===== config.mk =====
export PLATFORM = sky130hd
export DESIGN_NAME = mul_div_unit
export DESIGN_NICKNAME = d
export VERILOG_FILES = /design/src/rtl/mul_div_unit.sv
export SDC_FILE = /design/constraint.sdc
export NUM_CORES = 1
export LEC_CHECK = 0
export ABC_AREA = 1
export BUFFER_PORTS_ARGS = -buffer_cell sky130_fd_sc_hd__clkbuf_2
export CORE_MARGIN = 5
export CORE_UTILIZATION = 66
export CTS_CLUSTER_DIAMETER = 40
export DETAILED_ROUTE_END_ITERATION = 8
export GPL_TIMING_DRIVEN = 0
export PLACE_DENSITY = 0.85
export SYNTH_ARGS = -nofsm -noshare
export SYNTH_HDL_FRONTEND = slang
export SYNTH_SLANG_ARGS = --single-unit

===== constraint.sdc =====
create_clock -name clk -period 5.8 [get_ports clk]
set_clock_uncertainty 0.2 [all_clocks]
set_input_delay 0.58 -clock clk [delete_from_list [all_inputs] [get_ports clk]]
set_output_delay 0.58 -clock clk [all_outputs]
set_load 0.01 [all_outputs]

===== src/rtl/mul_div_unit.sv =====
// Iterative RV32M multiply/divide unit: 32 CALC cycles per op, done pulses in the 33rd cycle.
// Divider datapath is present only when MULDIV_DIV_EN is defined; otherwise DIV/REM ops return 0.
module mul_div_unit #(
  parameter int unsigned WIDTH = 32
) (
  input  logic             clk,
  input  logic             reset,
  input  logic             start,
  input  logic [2:0]       funct3,
  input  logic [WIDTH-1:0] Rs1_data,
  input  logic [WIDTH-1:0] Rs2_data,
  input  logic [4:0]       Rd_in,
  output logic             busy,
  output logic             done,
  output logic [WIDTH-1:0] result,
  output logic [4:0]       Rd_out
);

  localparam int unsigned CntW = $clog2(WIDTH);
  localparam logic [CntW-1:0] LastCnt = CntW'(WIDTH - 1);

  typedef enum logic [1:0] {StIdle, StCalc, StDone} state_e;

  state_e            state_q, state_d;
  logic [CntW-1:0]   cnt_q;
  logic [2:0]        op_q;
  logic [WIDTH-1:0]  opnd_q, hi_q, lo_q;
  logic              neg_q;
  logic [4:0]        rd_q;

  logic              accept, last;
  logic              a_signed, b_signed, a_neg, b_neg, neg_d;
  logic [WIDTH-1:0]  a_mag, b_mag, opnd_d, lo_d;
  logic [WIDTH:0]    sum;
  logic [WIDTH-1:0]  hi_n, lo_n, res_n;
  logic [2*WIDTH-1:0] prod, prod_s;
`ifdef MULDIV_DIV_EN
  logic              div0_q, is_div, ge;
  logic [WIDTH:0]    rsh, rsh_sub;
`endif

  assign accept = start && (state_q != StCalc);
  assign last   = (state_q == StCalc) && (cnt_q == LastCnt);

  // State register
  always_ff @(posedge clk or negedge reset) begin
    if (!reset) state_q <= StIdle;
    else        state_q <= state_d;
  end

  // Next-state logic
  always_comb begin
    state_d = state_q;
    unique case (state_q)
      StIdle:  if (start) state_d = StCalc;
      StCalc:  if (cnt_q == LastCnt) state_d = StDone;
      StDone:  state_d = start ? StCalc : StIdle;
      default: state_d = StIdle;
    endcase
  end

  // Output logic
  always_comb begin
    busy = 1'b0;
    done = 1'b0;
    busy = (state_q == StCalc);
    done = (state_q == StDone);
  end

  // Operand capture: iterate on magnitudes, remember the sign to restore at the end
  always_comb begin
    a_signed = funct3[2] ? !funct3[0] : (funct3[1:0] == 2'b01 || funct3[1:0] == 2'b10);
    b_signed = (funct3 == 3'b001) || (funct3[2] && !funct3[0]);
    a_neg    = a_signed && Rs1_data[WIDTH-1];
    b_neg    = b_signed && Rs2_data[WIDTH-1];
    a_mag    = a_neg ? -Rs1_data : Rs1_data;
    b_mag    = b_neg ? -Rs2_data : Rs2_data;
    opnd_d   = a_mag;
    lo_d     = b_mag;
    neg_d    = a_neg ^ b_neg;
`ifdef MULDIV_DIV_EN
    is_div   = funct3[2];
    if (is_div) begin
      opnd_d = b_mag;
      lo_d   = a_mag;
      // Remainder takes the dividend's sign
      neg_d  = funct3[1] ? a_neg : (a_neg ^ b_neg);
    end
`endif
  end

  // One iteration: shift-add multiply on {hi, lo}, or restoring divide (hi = rem, lo = quotient)
  always_comb begin
    sum  = {1'b0, hi_q} + (lo_q[0] ? {1'b0, opnd_q} : '0);
    hi_n = sum[WIDTH:1];
    lo_n = {sum[0], lo_q[WIDTH-1:1]};
`ifdef MULDIV_DIV_EN
    rsh     = {hi_q, lo_q[WIDTH-1]};
    rsh_sub = rsh - {1'b0, opnd_q};
    ge      = (rsh >= {1'b0, opnd_q});
    if (op_q[2]) begin
      hi_n = ge ? rsh_sub[WIDTH-1:0] : rsh[WIDTH-1:0];
      lo_n = {lo_q[WIDTH-2:0], ge};
    end
`endif
  end

  always_comb begin
    prod   = {hi_n, lo_n};
    prod_s = neg_q ? -prod : prod;
    res_n  = '0;
    unique case (op_q)
      3'b000:                 res_n = prod_s[WIDTH-1:0];
      3'b001, 3'b010, 3'b011: res_n = prod_s[2*WIDTH-1:WIDTH];
`ifdef MULDIV_DIV_EN
      3'b100, 3'b101:         res_n = div0_q ? '1 : (neg_q ? -lo_n : lo_n);
      3'b110, 3'b111:         res_n = neg_q ? -hi_n : hi_n;
`endif
      default:                res_n = '0;
    endcase
  end

  // Datapath registers
  always_ff @(posedge clk or negedge reset) begin
    if (!reset) begin
      cnt_q  <= '0;
      op_q   <= '0;
      opnd_q <= '0;
      hi_q   <= '0;
      lo_q   <= '0;
      neg_q  <= 1'b0;
      rd_q   <= '0;
      result <= '0;
      Rd_out <= '0;
`ifdef MULDIV_DIV_EN
      div0_q <= 1'b0;
`endif
    end else if (accept) begin
      cnt_q  <= '0;
      op_q   <= funct3;
      opnd_q <= opnd_d;
      hi_q   <= '0;
      lo_q   <= lo_d;
      neg_q  <= neg_d;
      rd_q   <= Rd_in;
`ifdef MULDIV_DIV_EN
      div0_q <= (Rs2_data == '0);
`endif
    end else if (state_q == StCalc) begin
      cnt_q <= cnt_q + CntW'(1);
      hi_q  <= hi_n;
      lo_q  <= lo_n;
      if (last) begin
        result <= res_n;
        Rd_out <= rd_q;
      end
    end
  end

endmodule


# --- Word-level counts from Yosys, hierarchy flattened ---
# Cells that the tools add are included.
# W data, S select, Z words.
op_classes:
  mux: 16
  eq_ne: 12
  n_reduce_logical: 14
  n_bitwise: 2
  n_addsub: 5
op_table:
  columns: ["op", "n"]
  rows:
  - ["$mux W32", 7]
  - ["$mux W64", 1]
  - ["$neg A32 Y32", 2]
  - ["$neg A64 Y64", 1]
  - ["$pmux W32 S2", 1]
  - ["$add A32 B32 Y33", 1]
  - ["$mux W5", 2]
  - ["$eq A3 B1 Y1 const B", 2]
  - ["$eq A3 B2 Y1 const B", 2]
  - ["$pmux W2 S3", 1]
  - ["$add A5 B1 Y5 const B", 1]
  - ["$eq A5 B5 Y1 const B", 1]
  - ["$logic_and A1 B1 Y1", 5]
  - ["$eq A2 B1 Y1 const B", 2]
  - ["$eq A2 B2 Y1 const B", 2]
  - ["$mux W2", 2]
  - ["$ne A2 B1 Y1 const B", 2]
  - ["$logic_not A3 Y1", 1]
  - ["$reduce_and A3 Y1", 1]
  - ["$reduce_or A3 Y1", 1]
  - ["$logic_not A2 Y1", 1]
  - ["$logic_or A1 B1 Y1", 2]
  - ["$mux W1", 2]
  - ["$ne A2 B2 Y1 const B", 1]
  - ["other kinds (5)", 5]
totals:
  regBits: 149
  word_cells: 59

# --- Logic depth before layout (Yosys ltp) ---
# Gate-level depths: netlist of run 1.
depth:
  ltp_word: 6
  depth_mapped: 28

# --- Worst setup path after synthesis of run 1 ---
# No wires, ideal clock.
synth_timing:
  path_kind: "reg-to-reg"
  startpoint: "reg lo_q[0]"
  endpoint: "reg result[27]"
  arrival_time_ns: 2.908
  n_path_buf: 2
  setup_slack_ns: 2.575
  setup_time_ns: 0.116
  path_stages_with_launch: 26
  path_cell_list: "dfrtp_1 clkbuf_1 clkbuf_1 nand2_1 inv_1 ha_1 inv_1 fa_1 inv_1 nand3_1 nand2_2 nand2_2 nand2_2 nand2_2 nand2_4 inv_2 nor2_4 inv_2 nor2_2 nand3_2 o21ai_2 nand3_1 nand3_1 nand2_1 nand2_1 nand2_1"
synth_via:
  elab_chain_cells: 5
synth_lines:
  columns: ["item", "line", "source"]
  rows:
  - ["start: declaration", "27", "logic [WIDTH-1:0] opnd_q, hi_q, lo_q;"]
  - ["start signal: assignment", "143", "lo_q <= lo_d;"]
  - ["start signal: assignment", "152", "lo_q <= lo_n;"]
  - ["$mux W32 *", "94", "sum = {1'b0, hi_q} + (lo_q[0] ? {1'b0, opnd_q} : '0);"]
  - ["$add A32 B32 Y33 *", "94", null]
  - ["$neg A64 Y64", "110", "prod_s = neg_q ? -prod : prod;"]
  - ["$mux W64 *", "110", null]
  - ["$pmux W32 S2 *", "112", "unique case (op_q)"]
  - ["end signal: assignment", "154", "result <= res_n;"]
  - ["end: declaration", "15", "output logic [WIDTH-1:0] result,"]
# Mark *: on every way between the ends. The rest lies on a longest branch, timed or not.
# A chain may end at the register's enable or synchronous reset.

# --- Final worst setup path of run 1 ---
layout_timing:
  startpoint: "reg lo_q[0]"
  endpoint: "reg result[17]"
# The elaborated chain is that of the path after synthesis.

==> results of run 1 <==
==> final cells by class <==
cell class | instances | area [µm²]
inverter | 271 | 1020
multi-input combinational | 1503 | 7390
fill | 1551 | 4700
tap | 234 | 293
timing repair buffer | 115 | 612
buffer | 58 | 229
clock inverter | 14 | 181
clock buffer | 18 | 429
sequential | 149 | 3730
==> power breakdown <==
part | switching (W) | total [W] | internal, W
sequential | 0.000357 | 0.00191 | 0.00155
clock | 0.000524 | 0.00118 | 0.000657
combinational | 0.00397 | 0.00574 | 0.00176
==> worst reg2reg max path, cell delays in order (launching register included) <==
cell and delay (ns):
dfrtp_1 0.32, clkbuf_1 0.26, clkbuf_1 0.35, nand2_1 0.09, inv_1 0.07, ha_1 0.22, inv_1 0.08, fa_1 0.40
inv_1 0.13, nand3_1 0.11, nand2_2 0.16, nand2_2 0.08, nand2_2 0.08, nand2_2 0.07, nand2_4 0.12, inv_2 0.06
nor2_4 0.12, nand3_1 0.16, nor2_2 0.19, nor2_1 0.11, nor2_2 0.16, nand2_1 0.07, nand3_1 0.08, o21ai_1 0.12
nand2_1 0.10, nand2_1 0.06
==> sequential cells by signal, summed over array words and instances (netlist names) <==
name     flops
Rd_out       5
cnt_q        5
hi_q        32
lo_q        32
neg_q        1
op_q         3
opnd_q      32
rd_q         5
result      32
state_q      2
==> worst max-delay path by stage <==
stage             from          to  slack (ns)  cells after the start
4_1_cts        lo_q[0]  result[18]        1.79                     20
6_report       lo_q[0]  result[17]        1.71                     25
5_1_grt        lo_q[0]  result[17]        1.43                     25
3_5_place_dp   lo_q[0]  result[18]        1.80                     20
3_3_place_gp     reset     lo_q[4]        1.42                      1
2_1_floorplan  lo_q[0]  result[27]        2.58                     25
==> per-stage QoR <==
stage          util (%)  std cells  area (µm²)
6_report           74.7       2362       13900
5_1_grt            74.7       2362       13900
4_1_cts            74.7       2362       13900
3_5_place_dp       71.3       2329       13300
3_3_place_gp       71.1       2328       13200
2_1_floorplan         -       1981       12400
==> metal layers <==
layer | global-route usage (%) | up-vias | part of all wire (%)
met5 | 0 | - | 0
met2 | 55.4 | 738 | 43
li1 | - | 6588 | -
met4 | 14.7 | 0 | 4.1
met3 | 7.19 | 126 | 11
met1 | 51.9 | 6090 | 42
==> layout by cell type (no fill, tap or decap), types with 30 or more instances in the layout <==
| cell | count |
|---|---|
| ha_1 | 38 |
| nand3_1 | 91 |
| clkbuf_2 | 112 |
| inv_1 | 237 |
| nand2_2 | 40 |
| nor3_1 | 30 |
| nand2_1 | 681 |
| o21ai_0 | 163 |
| a21oi_1 | 67 |
| dfrtp_1 | 149 |
| nor2_1 | 165 |
| clkbuf_1 | 48 |
| xor2_1 | 33 |
==> cells by family after synthesis <==
| logic type | synth area share [%] |
|---|---|
| xor+xnor | 3.68 |
| fa+ha+maj | 4.01 |
| compound gates | 13.8 |
| flops | 30.2 |
| buf+inv | 10.1 |
| simple gates | 38.3 |
==> synth_stat cells (23+ instances only) <==
cell type  instances  area [µm²]
nand3_1           91         455
inv_2             29         109
nand2_1          681        2560
xor2_1            33         289
nor2_1           165         619
a21oi_1           67         335
inv_1            237         890
nor3_1            30         150
dfrtp_1          149        3730
o21ai_0          163         816
nand4_1           23         144
nand2_2           40         250
clkbuf_1          47         176
ha_1              38         475
nor2_2            26         163
==> summary.txt, run 1 <==
status -> finished, final reports clean
drt wl/cell -> 16.7 µm
I/O Buffers -> 113
vias post-DR -> 13542
Final TNS setup -> 0 ns
Worst Reg-to-Reg Cells -> 25
clk sinks -> 149
Slew Limit Headroom -> 40.4%
largest net degree at the start of global routing -> 108
H-tree level count -> 4
Hold Crit Depth -> 3
initial DRC count -> 1613
syn_area_per_cell -> 6.24 µm²
DP HPWL -> 31.3 mm
hold_sp -> Rd_in[4]
ys flop type -> dfrtp_1
register area share after synthesis -> 30.2%
CTS buffer count -> 17
LEAKAGE -> 7.30 nW
DP Worst Slack -> 1.80 ns
Critical R2R Capture -> result[17]
Period Utilization, post-route -> 70.5%
Starting Density -> 66.5%
global route total overflow -> 0
CTS root buffer -> clkbuf_16
WP data arrival -> 4.21 ns
mapped cell area -> 12400 µm²
worst hold slack -> 0.137 ns
first-pass GRT wire length -> 63.7 mm
vias in the first global route -> 12531
RePlAce Congestion -> 1.07
post-CTS sizing -> 0
Setup CP Type -> reg -> reg
startpoint types -> register
Max Slew Vio Count -> 0
core footprint -> 18600 µm²
RSZ-0062 raised after global routing -> false
Synth cell types -> 48
asr flop ratio synth -> 100%
Final Routed Wirelength -> 39.4 mm
number of flops mapped to enable cells by yosys -> 0
Buf/Inv on CP -> 6
flop2flop setup slack -> 1.71 ns
CP max stage delay -> 0.40 ns
Slew @ Worst Pin -> 0.888 ns
total power -> 0.00883 W
Final WS setup -> 1.71 ns
Setup-failing EPs final -> 0
worst hold-check path type -> in -> reg
min Tclk post-route -> 4.09 ns
clock slew at reported path FFs -> 0.07 ns
vias per inst -> 5.73
synth warn -> 0
fin nets -> 2229
PD cells -> 636 nW/µm²
share of cells above drive strength 1 -> 12.4%
Die Y -> 147 µm
synthesized instance count -> 1981
Synth Register Bits -> 149
Final ANT Viol Nets -> 0
cell family with most CP delay -> simple AND/OR/NAND/NOR gates
Worst path slowest cell -> fa_1
standard-cell row count -> 50
hold endpoint -> rd_q[4]
setup bufs post-CTS -> 0
Clock Path Buffers -> 2
n_diodes -> 0
CTS tree -> done
max frequency -> 245 MHz
Die Width -> 147 µm
WP data required -> 5.92 ns
Max Fanout on Critical Path -> 10
Area Growth Syn to Fin -> 12.3%
Post-Syn Nets -> 2095
DRC -> 0
Die Area -> 21600 µm²
worst skew pair latency -> 0.44 ns
max cap viols -> 0
I/O pins -> 114
initial antenna violation count -> 0
worst r2r src -> lo_q[0]
drt first pass iters -> 6
Hold-fix buffers, CTS -> 1
GRT Util Overall -> 36.6%
final hold vios -> 0
worst vdd ir -> 0.347 mV
Crit. End Element -> register
No activity file was read; power rests on OpenSTA's default activity.
==> inputs of run 2 (changes only) <==
CORE_UTILIZATION = 55   (was 66)
PLACE_DENSITY = 0.76   (was 0.85)
clock period = 3.7 ns   (was 5.8 ns; I/O delays follow)
==> run 2 against run 1 <==
  * First-iteration DRC count shrank 9.3%
  * Worst hold slack worse by 0.13 ns
  * Wire length up 2.5%
  * Sequential share of layout area shrank 0.57 points
  * Non-clock buffer count up 13
  * Largest power group unchanged
==> summary.txt, run 2 (synthesized netlist as in run 1, its figures left out) <==
CTS buffer count -> 17 (unchanged)
worst hold-check path type -> in -> reg (unchanged)
initial antenna violation count -> 1 (was 0)
final hold vios -> 0 (unchanged)
hold_sp -> funct3[1] (was Rd_in[4])
first-pass GRT wire length -> 64.5 mm (was 63.7 mm)
CTS tree -> done (unchanged)
Hold Crit Depth -> 3 (unchanged)
worst hold slack -> 0.00677 ns (was 0.137 ns)
global route total overflow -> 0 (unchanged)
standard-cell row count -> 54 (was 50)
initial DRC count -> 1463 (was 1613)
Setup CP Type -> reg -> reg (unchanged)
vias per inst -> 5.57 (was 5.73)
largest net degree at the start of global routing -> 100 (was 108)
Setup-failing EPs final -> 0 (unchanged)
Crit. End Element -> register (unchanged)
Period Utilization, post-route -> 95.8% (was 70.5%)
I/O pins -> 114 (unchanged)
max frequency -> 282 MHz (was 245 MHz)
Final ANT Viol Nets -> 0 (unchanged)
most common cell after layout, fill and taps aside -> nand2_1 (unchanged)
fillcell total -> 2083 (was 1551)
Die Area -> 25600 µm² (was 21600 µm²)
Area Growth Syn to Fin -> 14.7% (was 12.3%)
worst r2r src -> lo_q[0] (unchanged)
vias in the first global route -> 12325 (was 12531)
GRT Util Overall -> 31.0% (was 36.6%)
min Tclk post-route -> 3.54 ns (was 4.09 ns)
Slew @ Worst Pin -> 0.942 ns (was 0.888 ns)
startpoint types -> register (unchanged)
drt wl/cell -> 16.7 µm (about the same)
status -> finished, final reports clean (unchanged)
clk sinks -> 149 (unchanged)
worst vdd ir -> 0.414 mV (was 0.347 mV)
Util after Layout -> 64.6% (was 74.7%)
hold endpoint -> op_q[1] (was rd_q[4])
flop2flop setup slack -> 0.16 ns (was 1.71 ns)
worst skew pair latency -> 0.44 ns (about the same)
RSZ-0062 raised after global routing -> true (was false)
max cap viols -> 0 (unchanged)
WP data required -> 3.88 ns (was 5.92 ns)
core footprint -> 22000 µm² (was 18600 µm²)
vias post-DR -> 13479 (was 13542)
DP HPWL -> 32.1 mm (was 31.3 mm)
Final Routed Wirelength -> 40.4 mm (was 39.4 mm)
Critical R2R Capture -> result[18] (was result[17])
H-tree level count -> 4 (unchanged)
drt first pass iters -> 5 (was 6)
PD cells -> 997 nW/µm² (was 636 nW/µm²)
Clock Path Buffers -> 2 (unchanged)
Worst Reg-to-Reg Cells -> 19 (was 25)
Max Fanout on Critical Path -> 10 (unchanged)
n_diodes -> 0 (unchanged)
Die Y -> 160 µm (was 147 µm)
share of cells above drive strength 1 -> 14.3% (was 12.4%)
Placed Cells -> 2375 (was 2329)
LEAKAGE -> 7.37 nW (was 7.30 nW)
WP data arrival -> 3.72 ns (was 4.21 ns)
clock slew at reported path FFs -> 0.07 ns (about the same)
Max Slew Vio Count -> 0 (unchanged)
I/O Buffers -> 113 (unchanged)
Starting Density -> 56.3% (was 66.5%)
Cell Count, Final, Fillers Out -> 2420 (was 2362)
DRC -> 0 (unchanged)
Slew Limit Headroom -> 36.7% (was 40.4%)
Die Width -> 160 µm (was 147 µm)
RePlAce Congestion -> 1.07 (about the same)
most frequent cells in the layout -> nand2_1 (675), inv_1 (235), o21ai_0 (162), nor2_1 (158), dfrtp_1 (148) (was nand2_1 (681), inv_1 (237), nor2_1 (165), o21ai_0 (163), dfrtp_1 (149))
fin nets -> 2242 (was 2229)
CTS root buffer -> clkbuf_16 (unchanged)
run 2: cell types whose count changed in the layout (fill, tap and decap cells not counted), moves of 5 or more:
cell / previous run / this run
buf_4: 2 / 10
clkbuf_1: 48 / 43
dlygate4sd3_1: 1 / 7
ha_1: 38 / 30
ha_2: 0 / 6
nand2_1: 681 / 675
nor2_1: 165 / 158
nor2_4: 4 / 9
run 2: final cells by class:
cell class	count	area (µm²)	area share [%]
plain buffers	57	231	1.63
inverters	271	1020	7.17
flip-flops and latches	149	3730	26.3
repair buffers	129	732	5.16
multi-input cells	1503	7530	53.1
well taps	280	350	2.47
clock inverters	10	109	0.767
clock buffers	21	480	3.39
run 2: worst max-delay path by stage:
| stage | startpoint | to | slack [ns] | depth (start not counted) |
|---|---|---|---|---|
| after global placement | reset | lo_q[10] | -0.51 | 1 |
| after floorplan | lo_q[0] | result[27] | 0.48 | 25 |
| after detailed placement | lo_q[0] | result[18] | -0.40 | 20 |
| final | lo_q[0] | result[18] | 0.16 | 19 |
| after global routing | lo_q[0] | result[20] | -0.08 | 24 |
| after CTS | lo_q[0] | result[18] | 0.07 | 22 |
run 2: worst max-delay path, stage by stage, from the launching register on:
cell	delay (ns)
dfrtp_2	0.35
clkbuf_4	0.18
nand2_1	0.06
inv_1	0.07
ha_2	0.21
inv_1	0.06
fa_2	0.37
xnor2_2	0.22
inv_1	0.10
nand2_1	0.07
nor3_1	0.20
nand4_1	0.25
nor2_2	0.24
nand3_1	0.17
o21ai_4	0.21
buf_4	0.13
nor2_1	0.03
nor2_1	0.19
o21ai_2	0.09
nand2_1	0.07
run 2: layer usage:
layer | track usage [%] | routed length [µm] | vias to the layer above
met2 | 48.1 | 17300 | 693
met5 | 0 | 0 | -
met4 | 8.60 | 1230 | 0
met1 | 44.9 | 18000 | 6065
li1 | - | - | 6627
met3 | 5.41 | 3830 | 94
run 2: per-stage QoR:
| step | setup TNS, ns | worst slack, ns | power (W) | cell area, µm² |
|---|---|---|---|---|
| finish | 0 | 0.155 | 0.0141 | 14200 |
| global placement | -77.74 | -0.515 | 0.0115 | 13300 |
| floorplan | 0 | 0.475 | 0.00908 | 12400 |
| detailed placement | -5.50 | -0.404 | 0.0117 | 13300 |
| global route | -0.193 | -0.0821 | 0.0153 | 14200 |
| CTS | 0 | 0.0667 | 0.0136 | 14000 |
run 2: what timing repair did:
action                                 4_1_cts  5_1_grt
setup endpoints to repair                   25       23
hold buffers                                 7        0
endpoints found under the hold margin       56        0
buffers inserted                             2        6
resized for setup                            5       42
pin swaps                                    2        6
run 2: where the power goes:
part	switching (W)	internal, W	leakage, nW
clock network	0.000781	0.00101	0.285
logic	0.00638	0.00295	5.28
registers	0.000583	0.00244	1.80
